**src/rtl/fact_result_buffer_if.sv**
```systemverilog
// Handshake bundle for fact_result_buffer.
//   master : producer/consumer side (drives in_valid, in_data, out_ready)
//   slave  : buffer side (drives in_ready, out_valid, out_data, count,
//            overflow, err_odd)
interface fact_result_buffer_if #(
  parameter int WIDTH = 32,
  parameter int AW    = 3
);
  logic             in_valid;
  logic [WIDTH-1:0] in_data;
  logic             in_ready;
  logic             out_valid;
  logic [WIDTH-1:0] out_data;
  logic             out_ready;
  logic [AW:0]      count;
  logic             overflow;
  logic             err_odd;

  modport master (
    output in_valid, in_data, out_ready,
    input  in_ready, out_valid, out_data, count, overflow, err_odd
  );

  modport slave (
    input  in_valid, in_data, out_ready,
    output in_ready, out_valid, out_data, count, overflow, err_odd
  );
endinterface

```
**src/rtl/fact_result_buffer.sv**
```systemverilog
// fact_result_buffer
//   Captures each factorial result (2*n!) into a DEPTH-entry FIFO and drains
//   it to a consumer over valid/ready. Flags results lost to backpressure.
// Ports:
//   clk    : single clock, all state on posedge
//   reset  : synchronous, active-high; clears pointers, count and flags
//   bus    : fact_result_buffer_if.slave
//            in_valid/in_data/in_ready  - producer side (in_ready = not full)
//            out_valid/out_data/out_ready - consumer side (out_valid = not empty)
//            count    - entries stored, 0..DEPTH
//            overflow - sticky, set when a result is refused for lack of space
//            err_odd  - sticky odd-result flag
// Configuration:
//   RESULT_CHECK_EN - when defined, odd results are rejected (never stored)
//                     and raise err_odd; otherwise err_odd is held at 0.
module fact_result_buffer #(
  parameter int WIDTH = 32,
  parameter int DEPTH = 8,
  parameter int AW    = 3
) (
  input logic                 clk,
  input logic                 reset,
  fact_result_buffer_if.slave bus
);

  localparam logic [AW:0] FULL_CNT = (AW+1)'(DEPTH);

  logic [WIDTH-1:0] mem_q [DEPTH];

  logic [AW-1:0] wr_ptr_q, wr_ptr_d;
  logic [AW-1:0] rd_ptr_q, rd_ptr_d;
  logic [AW:0]   count_q,  count_d;
  logic          overflow_q, overflow_d;
  logic          err_odd_q,  err_odd_d;

  logic full, empty, push, pop, odd_in;

`ifdef RESULT_CHECK_EN
  // 2*n! is always even, so an odd value means a corrupted result.
  assign odd_in = bus.in_valid & bus.in_data[0];
`else
  assign odd_in = 1'b0;
`endif

  assign full  = (count_q == FULL_CNT);
  assign empty = (count_q == '0);

  assign bus.in_ready  = ~full;
  assign bus.out_valid = ~empty;
  assign bus.out_data  = mem_q[rd_ptr_q];
  assign bus.count     = count_q;
  assign bus.overflow  = overflow_q;
  assign bus.err_odd   = err_odd_q;

  always_comb begin
    push       = bus.in_valid & ~full & ~odd_in;
    pop        = ~empty & bus.out_ready;
    wr_ptr_d   = wr_ptr_q;
    rd_ptr_d   = rd_ptr_q;
    count_d    = count_q;
    // Fullness is judged before the same-cycle pop: no write-through when full.
    overflow_d = overflow_q | (bus.in_valid & full & ~odd_in);
`ifdef RESULT_CHECK_EN
    err_odd_d  = err_odd_q | odd_in;
`else
    err_odd_d  = 1'b0;
`endif
    if (push) wr_ptr_d = wr_ptr_q + 1'b1;
    if (pop)  rd_ptr_d = rd_ptr_q + 1'b1;
    if (push && !pop)      count_d = count_q + 1'b1;
    else if (pop && !push) count_d = count_q - 1'b1;
  end

  always_ff @(posedge clk) begin
    if (reset) begin
      wr_ptr_q   <= '0;
      rd_ptr_q   <= '0;
      count_q    <= '0;
      overflow_q <= 1'b0;
      err_odd_q  <= 1'b0;
    end else begin
      wr_ptr_q   <= wr_ptr_d;
      rd_ptr_q   <= rd_ptr_d;
      count_q    <= count_d;
      overflow_q <= overflow_d;
      err_odd_q  <= err_odd_d;
    end
  end

  // Storage is not cleared by reset; writes are suppressed while it is held.
  always_ff @(posedge clk) begin
    if (push && !reset) mem_q[wr_ptr_q] <= bus.in_data;
  end

endmodule
```
**src/flat_wrapper.sv**
```systemverilog
// flat-port wrapper written by rule: the top's interface ports become plain ports
module fact_result_buffer_flat 
#(
  parameter int WIDTH = 32,
  parameter int DEPTH = 8,
  parameter int AW    = 3
)
  (clk, reset, bus_in_valid, bus_in_data, bus_out_ready, bus_in_ready, bus_out_valid, bus_out_data, bus_count, bus_overflow, bus_err_odd);
  fact_result_buffer_if #(.WIDTH(WIDTH), .AW(AW)) bus_i ();
  input logic clk;
  input logic reset;
  input wire logic [$bits(bus_i.in_valid)-1:0] bus_in_valid;
  input wire logic [$bits(bus_i.in_data)-1:0] bus_in_data;
  input wire logic [$bits(bus_i.out_ready)-1:0] bus_out_ready;
  output wire logic [$bits(bus_i.in_ready)-1:0] bus_in_ready;
  output wire logic [$bits(bus_i.out_valid)-1:0] bus_out_valid;
  output wire logic [$bits(bus_i.out_data)-1:0] bus_out_data;
  output wire logic [$bits(bus_i.count)-1:0] bus_count;
  output wire logic [$bits(bus_i.overflow)-1:0] bus_overflow;
  output wire logic [$bits(bus_i.err_odd)-1:0] bus_err_odd;
  assign bus_i.in_valid = bus_in_valid;
  assign bus_i.in_data = bus_in_data;
  assign bus_i.out_ready = bus_out_ready;
  assign bus_in_ready = bus_i.in_ready;
  assign bus_out_valid = bus_i.out_valid;
  assign bus_out_data = bus_i.out_data;
  assign bus_count = bus_i.count;
  assign bus_overflow = bus_i.overflow;
  assign bus_err_odd = bus_i.err_odd;
  fact_result_buffer #(.WIDTH(WIDTH), .DEPTH(DEPTH), .AW(AW)) u_core (.clk(clk), .reset(reset), .bus(bus_i));
endmodule
```
**config.mk**
```make
export PLATFORM = sky130hd
export DESIGN_NAME = fact_result_buffer_flat
export DESIGN_NICKNAME = d
export VERILOG_FILES = /design/src/rtl/fact_result_buffer_if.sv /design/src/rtl/fact_result_buffer.sv /design/src/flat_wrapper.sv
export SDC_FILE = /design/constraint.sdc
export NUM_CORES = 1
export LEC_CHECK = 0
export CAP_MARGIN = 40
export CORE_MARGIN = 5
export CORE_UTILIZATION = 35
export CTS_CLUSTER_SIZE = 12
export DETAILED_ROUTE_END_ITERATION = 8
export GPL_TIMING_DRIVEN = 0
export PLACE_DENSITY = 0.6
export RECOVER_POWER = 50
export SETUP_SLACK_MARGIN = 0.2
export SYNTH_ARGS = -nofsm -noshare
export SYNTH_HDL_FRONTEND = slang
export SYNTH_SLANG_ARGS = --single-unit
```
**constraint.sdc**
```tcl
create_clock -name clk -period 12.2 [get_ports clk]
set_input_delay 2.44 -clock clk [delete_from_list [all_inputs] [get_ports clk]]
set_output_delay 2.44 -clock clk [all_outputs]
set_load 0.005 [all_outputs]
```
Yosys cells after proc, flatten, opt, wreduce, memory -nomap -nowiden. Memory sizes are Yosys's and may differ from the RTL's. A register that Yosys moved wholly into a read port is not among the register bits. Index checks and enable logic that the tools add are counted. W data, S select, Z words.

Add/sub/neg operators: 4. Equal/unequal tests: 1. Multiplexer cells: 6. Bitwise logic cells: 6. Reduce and logical (&&, ||, !) cells: 8.

Operators with widths (count): $mux W4 (2); $add A3 B1 Y3 const B (2); $mux W3 (2); $add A4 B1 Y4 const B (1); $eq A4 B4 Y1 const B (1); $logic_not A4 Y1 (1); $sub A4 B1 Y4 const B (1); $and A1 B1 Y1 (3); $logic_and A1 B1 Y1 (3); $logic_not A1 Y1 (3); $mux W1 (2); $not A1 Y1 (2); $reduce_bool A2 Y1 (1); $or A1 B1 Y1 (1).

Register bits after elaboration: 11. Bits in writable memories: 256. Input bits: 36. Output and inout port bits: 40. Memories: 1.

Memory list: u_core.mem_q (words 8, bits a word 32, read ports 1, clocked after memory_dff 1, write ports 1, line fact_result_buffer.sv:28) `logic [WIDTH-1:0] mem_q [DEPTH];`.

Depth between registers and ports, before layout. Gate-level depths: netlist of the first run.

Depth after elaboration: 7. Gate-level depth with buffers: 10. Gate-level depth less buffers: 10.

Worst setup path before layout of the first run. No wires, ideal clock.

Path type: input -> register. Start point: input reset. End point: memory u_core.mem_q[0][0], enable pin. Setup time: 0.513 ns. Arrival: 5.968 ns. Data required time: 11.687 ns. Setup slack: 5.719 ns. Stages on the path: 2. Path buffers: 0. Path through: nor2_1 > nor4b_1.

Cells in the longest elaborated chain, start to end: 4.

Ends and longest elaborated chain: start: declaration (line flat_wrapper.sv:11) `input logic reset;`; $logic_not A1 Y1 (line fact_result_buffer.sv:92) `if (push && !reset) mem_q[wr_ptr_q] <= bus.in_data;`; $logic_and A1 B1 Y1 (line fact_result_buffer.sv:92); $mux W1 (line fact_result_buffer.sv:92); $mux W1 (not written as such) (line fact_result_buffer.sv:92); end: declaration (line fact_result_buffer.sv:28).

Every way passes these cells.

==> results by group, run 1 <==
Logic synthesis
  • Share of flip-flops with an asynchronous set or reset: 0
  • Top cell type's share of synthesized area: 0.734
  • Net count after synthesis: between 400 and 500
  • Sequential fraction of the synthesis area: 0.761
  • Ys Warns: 0
  • Avg Cell Area, Syn: approximately 23 sq um
  • Cells after Synth: about 450
  • Number of flops mapped to enable cells by yosys: roughly 260
  • Top post-synthesis cells by area: edfxtp_1 (73%), mux4_1 (10%), mux4_2 (5.2%)
  • Most common cell in the netlist: edfxtp_1
  • #FFs+latches synth: 270
  • Synth cell count leaders: edfxtp_1 (256), mux4_1 (40), mux2_2 (33)
  • Distinct cells, synth: 34
  • Primary FF master, synth: edfxtp_1
  • Syn Std Cell Area: 10500 sq um
  • Leading area contributor after synthesis: edfxtp_1

Timing
  • Relative slew slack: 0.398
  • Final period util: 0.425
  • Actual slew at the worst max-slew pin: 0.896 ns
  • Max Slew Vio Count: 0
  • RSZ-0062 raised after global routing: false
  • TNS Setup: 0 ns
  • Final hold vios: 0
  • Final setup viols: 0
  • Min Hold Slack: just under 0.5 ns
  • Fmax: around 190 MHz
  • Post-layout minimum cycle time: approximately 5.2 ns
  • Clock Skews: ~0.0092 ns

Min path
  • Hold Path Stages: 2
  • Hold EP: u_core.bus.overflow
  • Worst Hold Class: reg -> reg
  • Hold path startpoint: u_core.bus.overflow

CTS
  • Total CTS buffers: 28
  • Hold buffer count at cts: 0
  • CTS sink count: 270
  • CTS root buffer: clkbuf_16
  • Clock Path Buffers: 3
  • CTS resizes: 0
  • Htree depth: 1
  • CTS tree: done
  • Post-CTS setup buffers: 0
  • Clock slew at reported path FFs: approximately 0.05 ns
  • Clk_lat worst skew: roughly 0.53 ns

Final layout
  • Cell area after layout: approximately 13000 sq um
  • Share of cells above drive strength 1: 0.241
  • Fin util: 0.434
  • Post-route insts no fill: between 900 and 1000
  • Final net count: between 600 and 700
  • P&R area growth vs syn: 22.6%

Global routing
  • GRT Residual Overflow: 0
  • Initial antenna violation count: 3
  • GRT Total Usage: 0.126
  • First-pass GRT wire length: around 32000 um
  • Largest net degree at the start of global routing: 21
  • Vias in the first global route: 5239

Place
  • Final RePlAce weighted congestion: between 0.6 and 0.7
  • Post-detail-place hpwl: around 14000 um
  • # port buffers: 74
  • Cell Area, Placed: approximately 12000 sq um
  • Placed Cells: approximately 950

Critical path
  • R2r startpoint: u_core.bus.count[0]
  • Setup CP Type: reg -> out
  • CP max FO: 10
  • Element type at the critical path end: primary output
  • CP required: slightly below 10 ns
  • Register-to-Register Path Depth: 8
  • Flop2flop setup slack: around 9.3 ns
  • Worst Path Arrival: about 2.8 ns
  • Reg2reg end: u_core.mem_q[2][17]
  • Startpoint Class: flip-flop

Drt
  • # DRC: 0
  • Post-Route WL: roughly 21000 um
  • Post-DR vias/cell: between 4 and 5
  • Routed len/inst: ~21 um
  • Number of iterations in the first detailed-routing pass: 4
  • Antenna viol nets, final: 0
  • Via count: roughly 4800
  • Iter 0 DRT Violations: 210

Pwr
  • Pwr Density: 187 nW/um^2
  • LEAKAGE: 0.00414 uW
  • Worst vdd rail ir drop: roughly 80 uV

Floorplanning
  • Number of cell rows: 63
  • Core ar.: between 20000 and 30000 sq um
  • I/O Pins: 76
  • Initial Utilization: 0.354
  • Die area: about 33000 sq um
  • DIE WIDTH: between 150 and 200 um
  • Die boundary height: between 150 and 200 um

Run
  • MaxCap Viol Count: 0

Run status
  • Status: completed
worst max-delay path by stage:
| stage | startpoint | to | slack, ns | cells past startpoint |
|---|---|---|---|---|
| global route | flip-flop | bus_out_data[15] | 6.86 | 5 |
| detailed placement | bus_in_valid | u_core.mem_q[2][17] | 7.08 | 8 |
| floorplan | reset | u_core.mem_q[0][0] | 5.72 | 2 |
| CTS | flip-flop | bus_out_data[13] | 6.95 | 5 |
| finish | flip-flop | bus_out_data[15] | 7.01 | 5 |
| global placement | reset | u_core.mem_q[0][17] | 1.47 | 3 |
power breakdown:
| group | internal (uW) | switching [uW] |
|---|---|---|
| combinational | 336 | 241 |
| sequential | 1060 | 22.0 |
| clock | 430 | 315 |
routing by layer:
metal / vias to the layer above / GRT usage / part of all wire
li1: 2193 / - / -
met1: 2494 / 0.153 / 0.41
met2: 104 / 0.228 / 0.53
met3: 40 / 0.0272 / 0.043
met4: 4 / 0.0307 / 0.020
met5: - / 0 / 0.00099
stage by stage:
stage / setup WS (ns) / power, uW
final: 7.01 / 2400
after global routing: 6.86 / 2520
after CTS: 6.95 / 2450
after detailed placement: 7.08 / 1700
after global placement: 1.47 / 1680
after floorplan: 5.72 / 1450
worst max-delay path: stages, from the launching register on:
cell and delay [ns]:
dfxtp_1 0.30, clkbuf_1 0.39, buf_2 0.41, mux4_2 0.35, mux2_2 0.31, clkdlybuf4s50_1 0.46
kinds of logic after synthesis:
logic type / count (synthesis) / synth area share
muxes: 98 / 0.189
AOI/OAI and AO/OA: 9 / 0.00514
other: 1 / 0.000358
xor gates and xnor gates: 5 / 0.00418
buffers and inverters: 24 / 0.0147
adders and majority gates: 6 / 0.00789
and+or+nand+nor: 36 / 0.0179
DFF: 270 / 0.761
sequential cells by signal (all words and copies together) (netlist names), named ones only:
signal / count
u_core.wr_ptr_q: 3
u_core.bus.overflow: 1
u_core.mem_q: 256
u_core.bus.count: 4
u_core.rd_ptr_q: 3
cell type report:
type / count / area, sq um
Antenna cell: 1 / 2.50
Timing Repair Buffer: 109 / 1040
Multi-Input combinational cell: 155 / 2370
Clock buffer: 38 / 759
Tap cell: 390 / 488
Buffer: 22 / 146
Fill cell: 2545 / 16700
Sequential cell: 270 / 7970
Clock inverter: 9 / 42.5
Inverter: 2 / 7.51
layout by cell type, fill, tap and decap left out, types with 2 or more instances in the layout:
| cell type | n |
|---|---|
| xnor2_1 | 2 |
| nor2_4 | 2 |
| buf_1 | 2 |
| nor3_1 | 2 |
| dlygate4sd3_1 | 33 |
| clkinv_1 | 4 |
| ha_1 | 5 |
| mux4_2 | 24 |
| nand2_1 | 7 |
| clkinv_2 | 4 |
| nand3_1 | 3 |
| nor3_2 | 2 |
| edfxtp_1 | 256 |
| xor2_1 | 3 |
| clkbuf_16 | 29 |
| buf_6 | 15 |
| buf_12 | 2 |
| mux4_1 | 40 |
| clkdlybuf4s50_1 | 41 |
| nor2_1 | 12 |
| clkbuf_1 | 18 |
| a31oi_1 | 2 |
| mux2_2 | 33 |
| dfxtp_1 | 14 |
| buf_4 | 22 |
| buf_2 | 7 |
| a21oi_1 | 5 |
No activity file was read; power rests on OpenSTA's default activity.
==> inputs of run 2 (changes only) <==
==> constraint.sdc (replaced) <==
create_clock -name clk -period 4.9 [get_ports clk]
set_input_delay 0.98 -clock clk [delete_from_list [all_inputs] [get_ports clk]]
set_output_delay 0.98 -clock clk [all_outputs]
set_load 0.005 [all_outputs]
==> results by group, run 2 (synthesized netlist as in run 1, its figures left out) <==
Drt
  • Via count: 4888
  • Routed len/inst: 21.7 um
  • # DRC: 0
  • Post-Route WL: between 20000 and 25000 um
  • Iter 0 DRT Violations: around 280
  • Post-DR vias/cell: 4.96
  • Antenna viol nets, final: 0
  • Number of iterations in the first detailed-routing pass: 4

Final layout
  • Biggest register: u_core.mem_q
  • N_diodes: 0
  • Most common cell after layout, fill and taps aside: edfxtp_1
  • P&R area growth vs syn: 22.9%
  • Filler cells: approximately 2500
  • Register Area: approximately 8000 sq um
  • Share of cells above drive strength 1: 0.235
  • Final net count: a little over 600
  • Most frequent cells in the layout: edfxtp_1 (256), clkdlybuf4s50_1 (41), mux4_1 (40)
  • Area of the multi-input gates: 2400 sq um
  • Fin util: 0.435
  • Max FFs per register: 256

CTS
  • Total CTS buffers: 28
  • Clk_lat worst skew: about 0.53 ns
  • Clock Path Buffers: 3
  • Post-CTS setup buffers: 0
  • CTS root buffer: clkbuf_16
  • Clock slew at reported path FFs: roughly 0.06 ns
  • CTS sink count: 270
  • Hold buffer count at cts: 0
  • CTS resizes: 0
  • CTS tree: done
  • Htree depth: 1

Global routing
  • GRT Total Usage: 0.127
  • First-pass GRT wire length: roughly 32000 um
  • Largest net degree at the start of global routing: 21
  • GRT Residual Overflow: 0
  • Initial antenna violation count: 3
  • Vias in the first global route: 5332

Critical path
  • CP required: around 4 ns
  • CP peak stage delay: about 0.46 ns
  • Critical Path Slowest Stage Cell: clkdlybuf4s50_1
  • Flop2flop setup slack: roughly 2.1 ns
  • Worst Path Arrival: ~2.8 ns
  • Element type at the critical path end: primary output
  • Setup CP Type: reg -> out
  • CP max FO: 10
  • Startpoint Class: flip-flop
  • CP bufs+invs: 3
  • Largest delay contributor family on the critical path: buffers and inverters
  • CP cell instances: clkbuf_1 -> buf_2 -> mux4_2 -> mux2_2 -> clkdlybuf4s50_1

Pwr
  • Worst vdd rail ir drop: 281 uV
  • Seq pwr share: 0.444
  • LEAKAGE: 0.00413 uW
  • P_sw: 1470 uW
  • Combinational group share of total power: 0.241
  • Pwr Density: ~470 nW/um^2
  • Clk network pwr share: 0.315
  • Sw Share: 0.242
  • Internal power: between 4000 and 5000 uW

Min path
  • Worst Hold Class: reg -> reg

Timing
  • Final setup viols: 0
  • Final period util: 0.776
  • TNS Setup: 0 ns
  • Final hold vios: 0
  • RSZ-0062 raised after global routing: false
  • Post-layout minimum cycle time: roughly 3.8 ns
  • Clock Skews: around 0.014 ns
  • Max Slew Vio Count: 0
  • Actual slew at the worst max-slew pin: a little over 0.8 ns
  • Fmax: about 260 MHz
  • Relative slew slack: 0.449

Place
  • # port buffers: 74
  • Final RePlAce weighted congestion: a little over 0.7
  • Post-detail-place hpwl: approximately 14000 um

Run
  • MaxCap Viol Count: 0

Floorplanning
  • I/O Pins: 76
  • Die boundary height: between 150 and 200 um
  • Die area: ~33000 sq um
  • DIE WIDTH: 183 um
  • Number of cell rows: 63
  • Initial Utilization: 0.354
  • Core ar.: between 20000 and 30000 sq um

Run status
  • Status: completed
==> run 2: cell types whose count changed in the layout (fill, tap and decap cells not counted), sizes merged <==
cell / delta
buf: -7
clkbuf: -2
bufinv: +1
diode: -1
clkinvlp: -1
==> run 2: cell type report <==
class | instances | share of cell area
Clock buffer | 37 | 0.0587
Inverter | 2 | 0.000584
Timing Repair Buffer | 101 | 0.0802
Tap cell | 390 | 0.0379
Multi-Input combinational cell | 155 | 0.187
Clock inverter | 9 | 0.00486
Buffer | 22 | 0.0114
Sequential cell | 270 | 0.619
==> run 2: power by group through the flow <==
stage	sequential [uW]	combinational (uW)	clock [uW]
6_report	2690	1460	1910
5_1_grt	2700	1580	2060
4_1_cts	2690	1510	1970
3_5_place_dp	2740	1500	0
3_3_place_gp	2740	1440	0
2_1_floorplan	2730	879	0
==> run 2: metal layers <==
layer / part of all wire / global-route usage / vias to the layer above
met4: 0.017 / 0.0277 / 4
li1: - / - / 2176
met5: 0.0013 / 0 / -
met1: 0.43 / 0.168 / 2566
met2: 0.51 / 0.218 / 107
met3: 0.040 / 0.0280 / 35
==> run 2: through the flow <==
stage | cells | worst slack, ns | instance area (sq um) | hold WS (ns) | total power (uW)
2_1_floorplan | 449 | 0.931 | 10500 | 0.454 | 3610
3_3_place_gp | 913 | -2.23 | 11700 | 0.467 | 4170
6_report | 986 | 1.10 | 12900 | 0.498 | 6060
3_5_place_dp | 940 | 1.41 | 12100 | 0.489 | 4240
5_1_grt | 986 | 0.906 | 12900 | 0.522 | 6340
4_1_cts | 986 | 1.00 | 12900 | 0.502 | 6170
==> run 2: final timing paths <==
kind                                          start  depth (start not counted)                   to
worst max register to register  u_core.bus.count[0]                         10  u_core.bus.count[3]
worst max-delay path                      flip-flop                          5     bus_out_data[15]
worst min-delay path             u_core.rd_ptr_q[1]                          2            flip-flop
worst min register to register   u_core.rd_ptr_q[1]                          2            flip-flop
==> run 2: tightest hold or removal path: stages, from the launching register on <==
cell and delay, ns:
dfxtp_1 0.32, nand2_1 0.06, a21oi_1 0.07
==> inputs of run 3 (changes only) <==
--- a/config.mk
+++ b/config.mk
@@ -11,7 +11,7 @@
 export CTS_CLUSTER_SIZE = 12
 export DETAILED_ROUTE_END_ITERATION = 8
 export GPL_TIMING_DRIVEN = 0
-export PLACE_DENSITY = 0.6
+export PLACE_DENSITY = 0.62
 export RECOVER_POWER = 50
 export SETUP_SLACK_MARGIN = 0.2
 export SYNTH_ARGS = -nofsm -noshare
==> constraint.sdc (replaced) <==
create_clock -name clk -period 3.15 [get_ports clk]
set_input_delay 0.63 -clock clk [delete_from_list [all_inputs] [get_ports clk]]
set_output_delay 0.63 -clock clk [all_outputs]
set_load 0.005 [all_outputs]
==> results by group, run 3 (synthesized netlist as in run 1, its figures left out) <==
Critical path
  • Most frequent CP cell: buf_12
  • Flop2flop setup slack: between 0.2 and 0.3 ns
  • Worst Path Arrival: about 2.3 ns
  • R2r startpoint: u_core.bus.count[1]
  • Critical Path Slowest Stage Cell: mux4_2
  • Element type at the critical path end: primary output
  • Reg2reg end: u_core.bus.count[3]
  • CP peak stage delay: between 0.4 and 0.5 ns
  • Register-to-Register Path Depth: 10
  • Startpoint Class: flip-flop
  • Largest delay contributor family on the critical path: multiplexers
  • Setup CP Type: reg -> out
  • CP required: approximately 2.5 ns
  • CP cell instances: buf_12 -> buf_12 -> buf_12 -> buf_6 -> mux4_2 -> mux2_4 -> buf_6
  • CP max FO: 8
  • CP bufs+invs: 5

Floorplanning
  • Initial Utilization: 0.354
  • Core ar.: between 20000 and 30000 sq um
  • Die boundary height: approximately 180 um
  • I/O Pins: 76
  • Number of cell rows: 63
  • Die area: approximately 33000 sq um
  • DIE WIDTH: approximately 180 um

Final layout
  • Most common cell after layout, fill and taps aside: edfxtp_1
  • Final net count: 649
  • Filler cells: roughly 2500
  • Post-route insts no fill: ~1000
  • Max FFs per register: between 200 and 300
  • Fin util: 0.450
  • Biggest register: u_core.mem_q
  • Most frequent cells in the layout: edfxtp_1 (256), mux4_2 (49), dlygate4sd3_1 (34)
  • P&R area growth vs syn: 27.1%
  • Share of cells above drive strength 1: 0.364

Timing
  • TNS Setup: 0 ns
  • Clock Skews: 0.0110 ns
  • Post-layout minimum cycle time: 2.95 ns
  • Final period util: 0.937
  • Final setup viols: 0
  • Final hold vios: 0
  • Relative slew slack: 0.235
  • Max Slew Vio Count: 0
  • RSZ-0062 raised after global routing: true
  • Final setup margin: 0.198 ns
  • Actual slew at the worst max-slew pin: around 1.1 ns
  • Fmax: between 300 and 400 MHz

Place
  • Post-detail-place hpwl: 14200 um
  • Final RePlAce weighted congestion: ~0.7
  • Placed Cells: between 900 and 1000
  • Worst slack at placement: -0.221 ns
  • # port buffers: 74

Drt
  • Post-Route WL: between 20000 and 25000 um
  • Routed len/inst: 22.2 um
  • Number of iterations in the first detailed-routing pass: 4
  • Post-DR vias/cell: about 4.9
  • Iter 0 DRT Violations: 301
  • Via count: 4975
  • # DRC: 0
  • Antenna viol nets, final: 0

Pwr
  • LEAKAGE: ~0.0044 uW
  • Design Power: 10100 uW
  • Pwr Density: 756 nW/um^2
  • Worst vdd rail ir drop: ~390 uV

CTS
  • Total CTS buffers: 28
  • Clk_lat worst skew: ~0.53 ns
  • Clock slew at reported path FFs: 0.06 ns
  • Hold buffer count at cts: 0
  • CTS root buffer: clkbuf_16
  • CTS tree: done
  • Htree depth: 1
  • Clock Path Buffers: 3
  • CTS sink count: 270

Min path
  • Hold EP: u_core.bus.overflow
  • Hold path startpoint: u_core.bus.overflow
  • Hold Path Stages: 2
  • Worst Hold Class: reg -> reg

Global routing
  • Initial antenna violation count: 2
  • Vias in the first global route: 5450
  • First-pass GRT wire length: between 30000 and 40000 um
  • GRT Residual Overflow: 0
  • GRT Total Usage: 0.134
  • Largest net degree at the start of global routing: 18

Run status
  • Status: completed

Run
  • MaxCap Viol Count: 0
-- run 3: how the worst max path moves through the flow --
stage	start	end	slack, ns	cells past startpoint
4_1_cts	flip-flop	bus_out_data[13]	0.16	7
3_3_place_gp	bus_in_valid	u_core.mem_q[2][15]	-2.63	5
2_1_floorplan	u_core.bus.count[0]	u_core.mem_q[2][0]	-0.02	5
5_1_grt	u_core.bus.count[1]	u_core.bus.count[3]	0.11	10
3_5_place_dp	bus_in_valid	u_core.mem_q[2][14]	-0.22	8
6_report	flip-flop	bus_out_data[13]	0.20	7
-- run 3: where the power goes --
group	internal [uW]	total, uW	switching (uW)
combinational	1830	2980	1150
sequential	4100	4200	97.8
clock	1660	2880	1220
-- run 3: routing by layer --
| layer | global-route usage | up-vias | wire length, um |
|---|---|---|---|
| met5 | 0 | - | 13 |
| met4 | 0.0298 | 2 | 427 |
| met3 | 0.0280 | 31 | 1040 |
| met2 | 0.234 | 115 | 11500 |
| met1 | 0.173 | 2624 | 9510 |
| li1 | - | 2203 | - |
-- run 3: area by class of cell --
cell class / count / area, sq um / area share
diodes: 1 / 2.50 / 0.000188
plain buffers: 22 / 238 / 0.0179
clock buffers: 37 / 756 / 0.0568
clock inverters: 7 / 33.8 / 0.00254
inverters: 2 / 7.51 / 0.000564
multi-input cells: 155 / 2420 / 0.182
flip-flops and latches: 270 / 7970 / 0.599
well taps: 390 / 488 / 0.0367
repair buffers: 128 / 1390 / 0.104
-- run 3: tightest hold or removal path: cells and delay by family (launching register included) --
| family | cells | cell delay (ns) |
|---|---|---|
| flip-flops | 1 | 0.33 |
| AND/OR/NAND/NOR | 1 | 0.07 |
| AO/OA/AOI/OAI | 1 | 0.04 |
-- run 3: metrics by stage --
step                hold WS, ns  area [sq um]
floorplan                 0.454         10500
finish                    0.480         13300
global placement          0.469         11700
global route              0.491         13300
detailed placement        0.471         12100
CTS                       0.485         13300
-- run 3: repair_timing --
| action | in CTS | in global routing |
|---|---|---|
| cloned | 5 | 0 |
| endpoints found under the setup margin | 32 | 30 |
| buffers inserted | 28 | 1 |
| gates resized for setup | 197 | 22 |
| hold endpoints to repair | 0 | 0 |
| pin swaps | 0 | 1 |
